**src/rtl/key_pkg.sv**
```systemverilog
// Shared definitions for the push-button conditioning path and the key controller:
// channel state encoding, default 50 MHz timing and key index assignments.
package key_pkg;

  typedef enum logic [2:0] {
    IDLE      = 3'd0,
    PRESS_DEB = 3'd1,
    HELD      = 3'd2,
    REPEAT    = 3'd3,
    REL_DEB   = 3'd4
  } keyState_e;

  localparam int DEF_NUM_KEYS     = 5;
  localparam int DEF_DEBOUNCE_CYC = 500_000;     // 10 ms at 50 MHz
  localparam int DEF_LONG_CYC     = 50_000_000;  // 1 s
  localparam int DEF_REPEAT_CYC   = 10_000_000;  // 200 ms
  localparam int DEF_CNT_W        = 26;

  localparam int KEY_MODE  = 0;
  localparam int KEY_UP    = 1;
  localparam int KEY_DOWN  = 2;
  localparam int KEY_LEFT  = 3;
  localparam int KEY_RIGHT = 4;

  // Smallest counter width able to hold the largest of the three timing constants.
  function automatic int minCntWidth(input int a, input int b, input int c);
    int m;
    m = (a > b) ? a : b;
    m = (m > c) ? m : c;
    return $clog2(m + 1);
  endfunction

endpackage

```
**src/rtl/key_chan.sv**
```systemverilog
// One key channel: two-flop synchroniser, debounce / long-press / auto-repeat FSM
// and its shared timing counter. Repeat pulses are only issued when the top grants them.
module key_chan
  import key_pkg::*;
#(
  parameter logic KEY_ACTIVE   = 1'b0,
  parameter int   DEBOUNCE_CYC = DEF_DEBOUNCE_CYC,
  parameter int   LONG_CYC     = DEF_LONG_CYC,
  parameter int   REPEAT_CYC   = DEF_REPEAT_CYC,
  parameter int   CNT_W        = DEF_CNT_W
) (
  input  logic clk_i,
  input  logic rst_i,
  input  logic keyRaw_i,
  input  logic repeatGrant_i,
  output logic repeatReq_o,
  output logic pulse_o,
  output logic level_o,
  output logic long_o
);

  if (CNT_W < minCntWidth(DEBOUNCE_CYC, LONG_CYC, REPEAT_CYC)) begin : gCntWidthErr
    $error("key_chan: CNT_W=%0d too small for configured timing", CNT_W);
  end
  if (DEBOUNCE_CYC < 1 || LONG_CYC < 1 || REPEAT_CYC < 2) begin : gTimingErr
    $error("key_chan: timing constants out of range");
  end

  localparam logic [CNT_W-1:0] DEB_LAST  = CNT_W'(DEBOUNCE_CYC - 1);
  localparam logic [CNT_W-1:0] LONG_LAST = CNT_W'(LONG_CYC - 1);
  localparam logic [CNT_W-1:0] REP_LAST  = CNT_W'(REPEAT_CYC - 1);

  logic             sync1_q, sync2_q;
  keyState_e        state_q, stateD;
  logic [CNT_W-1:0] cnt_q, cntD;
  logic             level_q, levelD;
  logic             long_q, longD;
  logic             pulse_q, pulseD;

  always_ff @(posedge clk_i) begin
    if (rst_i) begin
      sync1_q <= 1'b0;
      sync2_q <= 1'b0;
    end else begin
      sync1_q <= (keyRaw_i == KEY_ACTIVE);
      sync2_q <= sync1_q;
    end
  end

  always_ff @(posedge clk_i) begin
    if (rst_i) begin
      state_q <= IDLE;
      cnt_q   <= '0;
      level_q <= 1'b0;
      long_q  <= 1'b0;
      pulse_q <= 1'b0;
    end else begin
      state_q <= stateD;
      cnt_q   <= cntD;
      level_q <= levelD;
      long_q  <= longD;
      pulse_q <= pulseD;
    end
  end

  always_comb begin
    stateD      = state_q;
    cntD        = cnt_q;
    levelD      = level_q;
    longD       = long_q;
    pulseD      = 1'b0;
    repeatReq_o = 1'b0;
    unique case (state_q)
      IDLE: begin
        cntD   = '0;
        levelD = 1'b0;
        longD  = 1'b0;
        if (sync2_q) stateD = PRESS_DEB;
      end
      PRESS_DEB: begin
        if (!sync2_q) begin
          stateD = IDLE;
          cntD   = '0;
        end else if (cnt_q == DEB_LAST) begin
          stateD = HELD;
          levelD = 1'b1;
          pulseD = 1'b1;
          cntD   = '0;
        end else begin
          cntD = cnt_q + CNT_W'(1);
        end
      end
      HELD: begin
        if (!sync2_q) begin
          stateD = REL_DEB;
          cntD   = '0;
        end else if (cnt_q == LONG_LAST) begin
          stateD = REPEAT;
          longD  = 1'b1;
          pulseD = 1'b1;
          cntD   = '0;
        end else begin
          cntD = cnt_q + CNT_W'(1);
        end
      end
      REPEAT: begin
        if (!sync2_q) begin
          stateD = REL_DEB;
          longD  = 1'b0;
          cntD   = '0;
        end else if (cnt_q == REP_LAST) begin
          // The period keeps running even when the pulse itself is masked.
          repeatReq_o = 1'b1;
          pulseD      = repeatGrant_i;
          cntD        = '0;
        end else begin
          cntD = cnt_q + CNT_W'(1);
        end
      end
      REL_DEB: begin
        longD = 1'b0;
        if (sync2_q) begin
          // Bounce during release: back to HELD silently, long-press timing restarts.
          stateD = HELD;
          cntD   = '0;
        end else if (cnt_q == DEB_LAST) begin
          stateD = IDLE;
          levelD = 1'b0;
          cntD   = '0;
        end else begin
          cntD = cnt_q + CNT_W'(1);
        end
      end
      default: begin
        stateD = IDLE;
        cntD   = '0;
        levelD = 1'b0;
        longD  = 1'b0;
      end
    endcase
  end

  assign pulse_o = pulse_q;
  assign level_o = level_q;
  assign long_o  = long_q;

endmodule

```
**src/rtl/key_input_cond.sv**
```systemverilog
// Conditions the raw push-button bus for the key controller: one key_chan per key,
// auto-repeat masked while several keys are down, plus an any-key summary.
module key_input_cond
  import key_pkg::*;
#(
  parameter int   NUM_KEYS     = DEF_NUM_KEYS,
  parameter logic KEY_ACTIVE   = 1'b0,
  parameter int   DEBOUNCE_CYC = DEF_DEBOUNCE_CYC,
  parameter int   LONG_CYC     = DEF_LONG_CYC,
  parameter int   REPEAT_CYC   = DEF_REPEAT_CYC,
  parameter int   CNT_W        = DEF_CNT_W
) (
  input  logic                CLK,
  input  logic                RESETN,  // synchronous, active-high despite the name
  input  logic [NUM_KEYS-1:0] KEY,
  output logic [NUM_KEYS-1:0] KEY_PULSE,
  output logic [NUM_KEYS-1:0] KEY_LEVEL,
  output logic [NUM_KEYS-1:0] KEY_LONG,
  output logic                ANY_KEY
);

  logic [NUM_KEYS-1:0] repeatReq;
  logic [NUM_KEYS-1:0] repeatGrant;
  logic                multiKey;

  // More than one bit set: clearing the lowest set bit leaves something behind.
  assign multiKey    = (KEY_LEVEL & (KEY_LEVEL - NUM_KEYS'(1))) != '0;
  assign repeatGrant = repeatReq & ~{NUM_KEYS{multiKey}};
  assign ANY_KEY     = |KEY_LEVEL;

  for (genvar k = 0; k < NUM_KEYS; k++) begin : gChan
    key_chan #(
      .KEY_ACTIVE  (KEY_ACTIVE),
      .DEBOUNCE_CYC(DEBOUNCE_CYC),
      .LONG_CYC    (LONG_CYC),
      .REPEAT_CYC  (REPEAT_CYC),
      .CNT_W       (CNT_W)
    ) uChan (
      .clk_i        (CLK),
      .rst_i        (RESETN),
      .keyRaw_i     (KEY[k]),
      .repeatGrant_i(repeatGrant[k]),
      .repeatReq_o  (repeatReq[k]),
      .pulse_o      (KEY_PULSE[k]),
      .level_o      (KEY_LEVEL[k]),
      .long_o       (KEY_LONG[k])
    );
  end

endmodule

```
**config.mk**
```make
export PLATFORM = sky130hd
export DESIGN_NAME = key_input_cond
export DESIGN_NICKNAME = d
export VERILOG_FILES = /design/src/rtl/key_pkg.sv /design/src/rtl/key_chan.sv /design/src/rtl/key_input_cond.sv
export SDC_FILE = /design/constraint.sdc
export NUM_CORES = 1
export LEC_CHECK = 0
export CORE_UTILIZATION = 50
export CTS_CLUSTER_DIAMETER = 30
export DETAILED_ROUTE_END_ITERATION = 12
export HOLD_SLACK_MARGIN = 0.06
export PLACE_DENSITY = 0.64
export SKIP_CTS_REPAIR_TIMING = 1
export SLEW_MARGIN = 20
export SYNTH_ARGS = -nofsm -noshare
export SYNTH_HDL_FRONTEND = slang
export SYNTH_SLANG_ARGS = --single-unit
```
**constraint.sdc**
```tcl
create_clock -name CLK -period 6.9 [get_ports CLK]
set_clock_uncertainty 0.05 [all_clocks]
set_input_delay 1.38 -clock CLK [delete_from_list [all_inputs] [get_ports CLK]]
set_output_delay 1.38 -clock CLK [all_outputs]
set_load 0.01 [all_outputs]
```
==> run metrics <==
status=finished clean; post-synth cell types=69; ys flop type=dfxtp_1; arrival time worst endpoint=3.69 ns; largest net degree at the start of global routing=33; post-route clock period utilization=0.501; Worst-Margin Slew=1.05 ns; Post-Synth XOR/XNOR Area=0.127; clk root buf=clkbuf_16; P_int=0.00162 W; ANT nets after route=0; most frequent cell after synthesis=dfxtp_1; die width=132 µm; Synth Area in Simple Gates=0.326; Initial Util=0.511; Tightest Hold Check Type=flip-flop to flip-flop; Die H=132 µm; syn nets=1,014; area grow syn2layout=10.8%; 1st-pass router iterations=6; RSZ-0062 raised after global routing=false; Layout Nets=1,002; Crit Path Category=primary input to flip-flop; clock power share=0.505; Slew Limit Headroom=0.298; CP Cell Sequence=clkdlybuf4s50_1 -> buf_4 -> clkinv_1 -> nand2_1 -> inv_1 -> a32oi_4 -> nor2_1; Synth Area in Compound Gates=0.0881; CTS tree=done; total power=0.00204 W; Fmax=289 MHz; cell row count=47; worst skew pair latency=0.43 ns; register area share after synthesis=0.403; Post-Synthesis Cells=1,002; Max Cap Violations=0; Avg Cell Area, Syn=8.43 µm²; Top Ports=23; sw power=0.000416 W; leak pwr=2.82 nW; RePlAce Congestion=0.829; largest cells by area after synthesis=dfxtp_1 (40%), nor2_1 (6.5%), xnor2_1 (6.5%); part of the power in registers=0.485; vias=6,922; mux contribution to synthesized area=0.00119; ant diodes=0; highest fanout seen on the critical path=32; Die ar.=17,400 µm²; Mapped Area=8450 µm²; share of layout cells above drive strength 1=0.0558; initial antenna violation count=0; Clock Tree Buf Depth=2; area leader, netlist=dfxtp_1; Final Max Slew Viols=0; cts bufs inserted=17; asr flop ratio synth=0; wire per inst=14.4 µm; Worst Setup End Kind=flip-flop; Fin. Hold Viols=0; Startpoint Class=primary input; first-pass GRT wire length=30.3 mm; Peak VDD IR=0.000223 V; Synth top cells by count=dfxtp_1 (170), nor2_1 (147), nand2_1 (66), xnor2_1 (63), xor2_1 (59); P per Cell Area=218 nW/µm²; Gate power share=0.009; Final setup viols=0; post-detail-place hpwl=11.8 mm; CORE AREA=16,500 µm²; critical path's largest stage delay=0.68 ns; Yosys Warn Count=0; clock sinks=170; largest family of logic cells by synthesized area=simple AND/OR/NAND/NOR gates; Total GRT Usage=0.210; slowest cell on the critical path=a32oi_4; Post-synth EDFFs=0; crit path time final=3.46 ns; drt drc=0; GRT overflow=0; vias in the first global route=6,312; TNS Setup=0 ns; H-tree depth=4; Clock Pin Slew Worst Setup and Hold Paths=0.06 ns; internal reg-to-reg setup slack=3.88 ns; First DRT Iteration DRCs=472; tightest hold margin=0.385 ns; share of the synthesized area in the top cell type=0.403; Port Buffer Count=22; critical path required time=7.14 ns; Post-Synth Adder-Cell Area=0.00859; synthesis-stage register bit count=170; Sw Share=0.204; Routed WL=17.6 mm; DR vias/cell=5.66
state kept, by name (all words and copies together) (netlist names):
register / count
gChan.uChan.state_q: 15
gChan.uChan.sync1_q: 5
gChan.uChan.level_o: 5
gChan.uChan.pulse_o: 5
gChan.uChan.cnt_q: 130
gChan.uChan.long_o: 5
gChan.uChan.sync2_q: 5
cell families (layout without fill, tap and decap cells):
family	after synthesis	count (layout)
xor gates and xnor gates	122	122
adders and majority gates	6	6
buffers and inverters	85	86
muxes	1	1
and+or+nand+nor	513	513
DFF	170	170
AOI/OAI and AO/OA	105	105
cell type report:
cell class,instances,area [µm²]
sequential,170,3400
fill,1528,7170
clock inverter,13,189
tap,220,275
timing repair buffer,27,258
inverter,27,101
clock buffer,19,453
multi-input combinational,747,4680
routing by layer:
layer | GRT usage | share of wire | wire, µm | vias up
li1 | - | - | - | 3532
met1 | 0.286 | 0.50 | 8770 | 3270
met2 | 0.330 | 0.46 | 8020 | 104
met3 | 0.0492 | 0.032 | 556 | 16
met4 | 0.0601 | 0.012 | 217 | 0
met5 | 0 | 0 | 0 | -
worst paths after layout:
kind	startpoint	endpoint	cells past startpoint
min reg2reg	gChan[2].uChan.sync1_q	gChan[2].uChan.sync2_q	1
min	gChan[2].uChan.sync1_q	gChan[2].uChan.sync2_q	1
max	RESETN	gChan[3].uChan.cnt_q[13]	7
max reg2reg	gChan[3].uChan.cnt_q[0]	gChan[3].uChan.cnt_q[13]	6
stage by stage:
stage,std cells,worst slack [ns],area [µm²],util
2_1_floorplan,1002,4.27,8450,-
4_1_cts,1223,3.30,9340,0.565
6_report,1223,3.44,9360,0.566
5_1_grt,1223,3.19,9360,0.566
3_3_place_gp,1191,2.94,8690,0.526
3_5_place_dp,1191,2.86,8700,0.527
worst max-delay path: cells and delay by family:
| family | cells | cell delay, ns |
|---|---|---|
| and+or+nand+nor | 2 | 0.35 |
| AOI/OAI and AO/OA | 1 | 0.68 |
| buffers and inverters | 4 | 1.28 |
cells in the final DEF (no fill, tap or decap), types with 28 or more instances in the layout:
cell type and count:
a21oi_1 36, and3_1 28, dfxtp_1 170, nand2_1 66, nand3_1 58, nand4_1 35, nor2_1 147, nor3_1 38
nor4_1 31, xnor2_1 63, xor2_1 59
power groups by stage:
stage,registers [W],logic (W),clock network (W)
4_1_cts,0.000989,0.0000191,0.00105
5_1_grt,0.000989,0.0000208,0.00110
3_5_place_dp,0.00101,0.0000191,0
2_1_floorplan,0.00101,0.0000133,0
3_3_place_gp,0.00101,0.0000185,0
6_report,0.000989,0.0000188,0.00103
No activity file was read; power rests on OpenSTA's default activity.
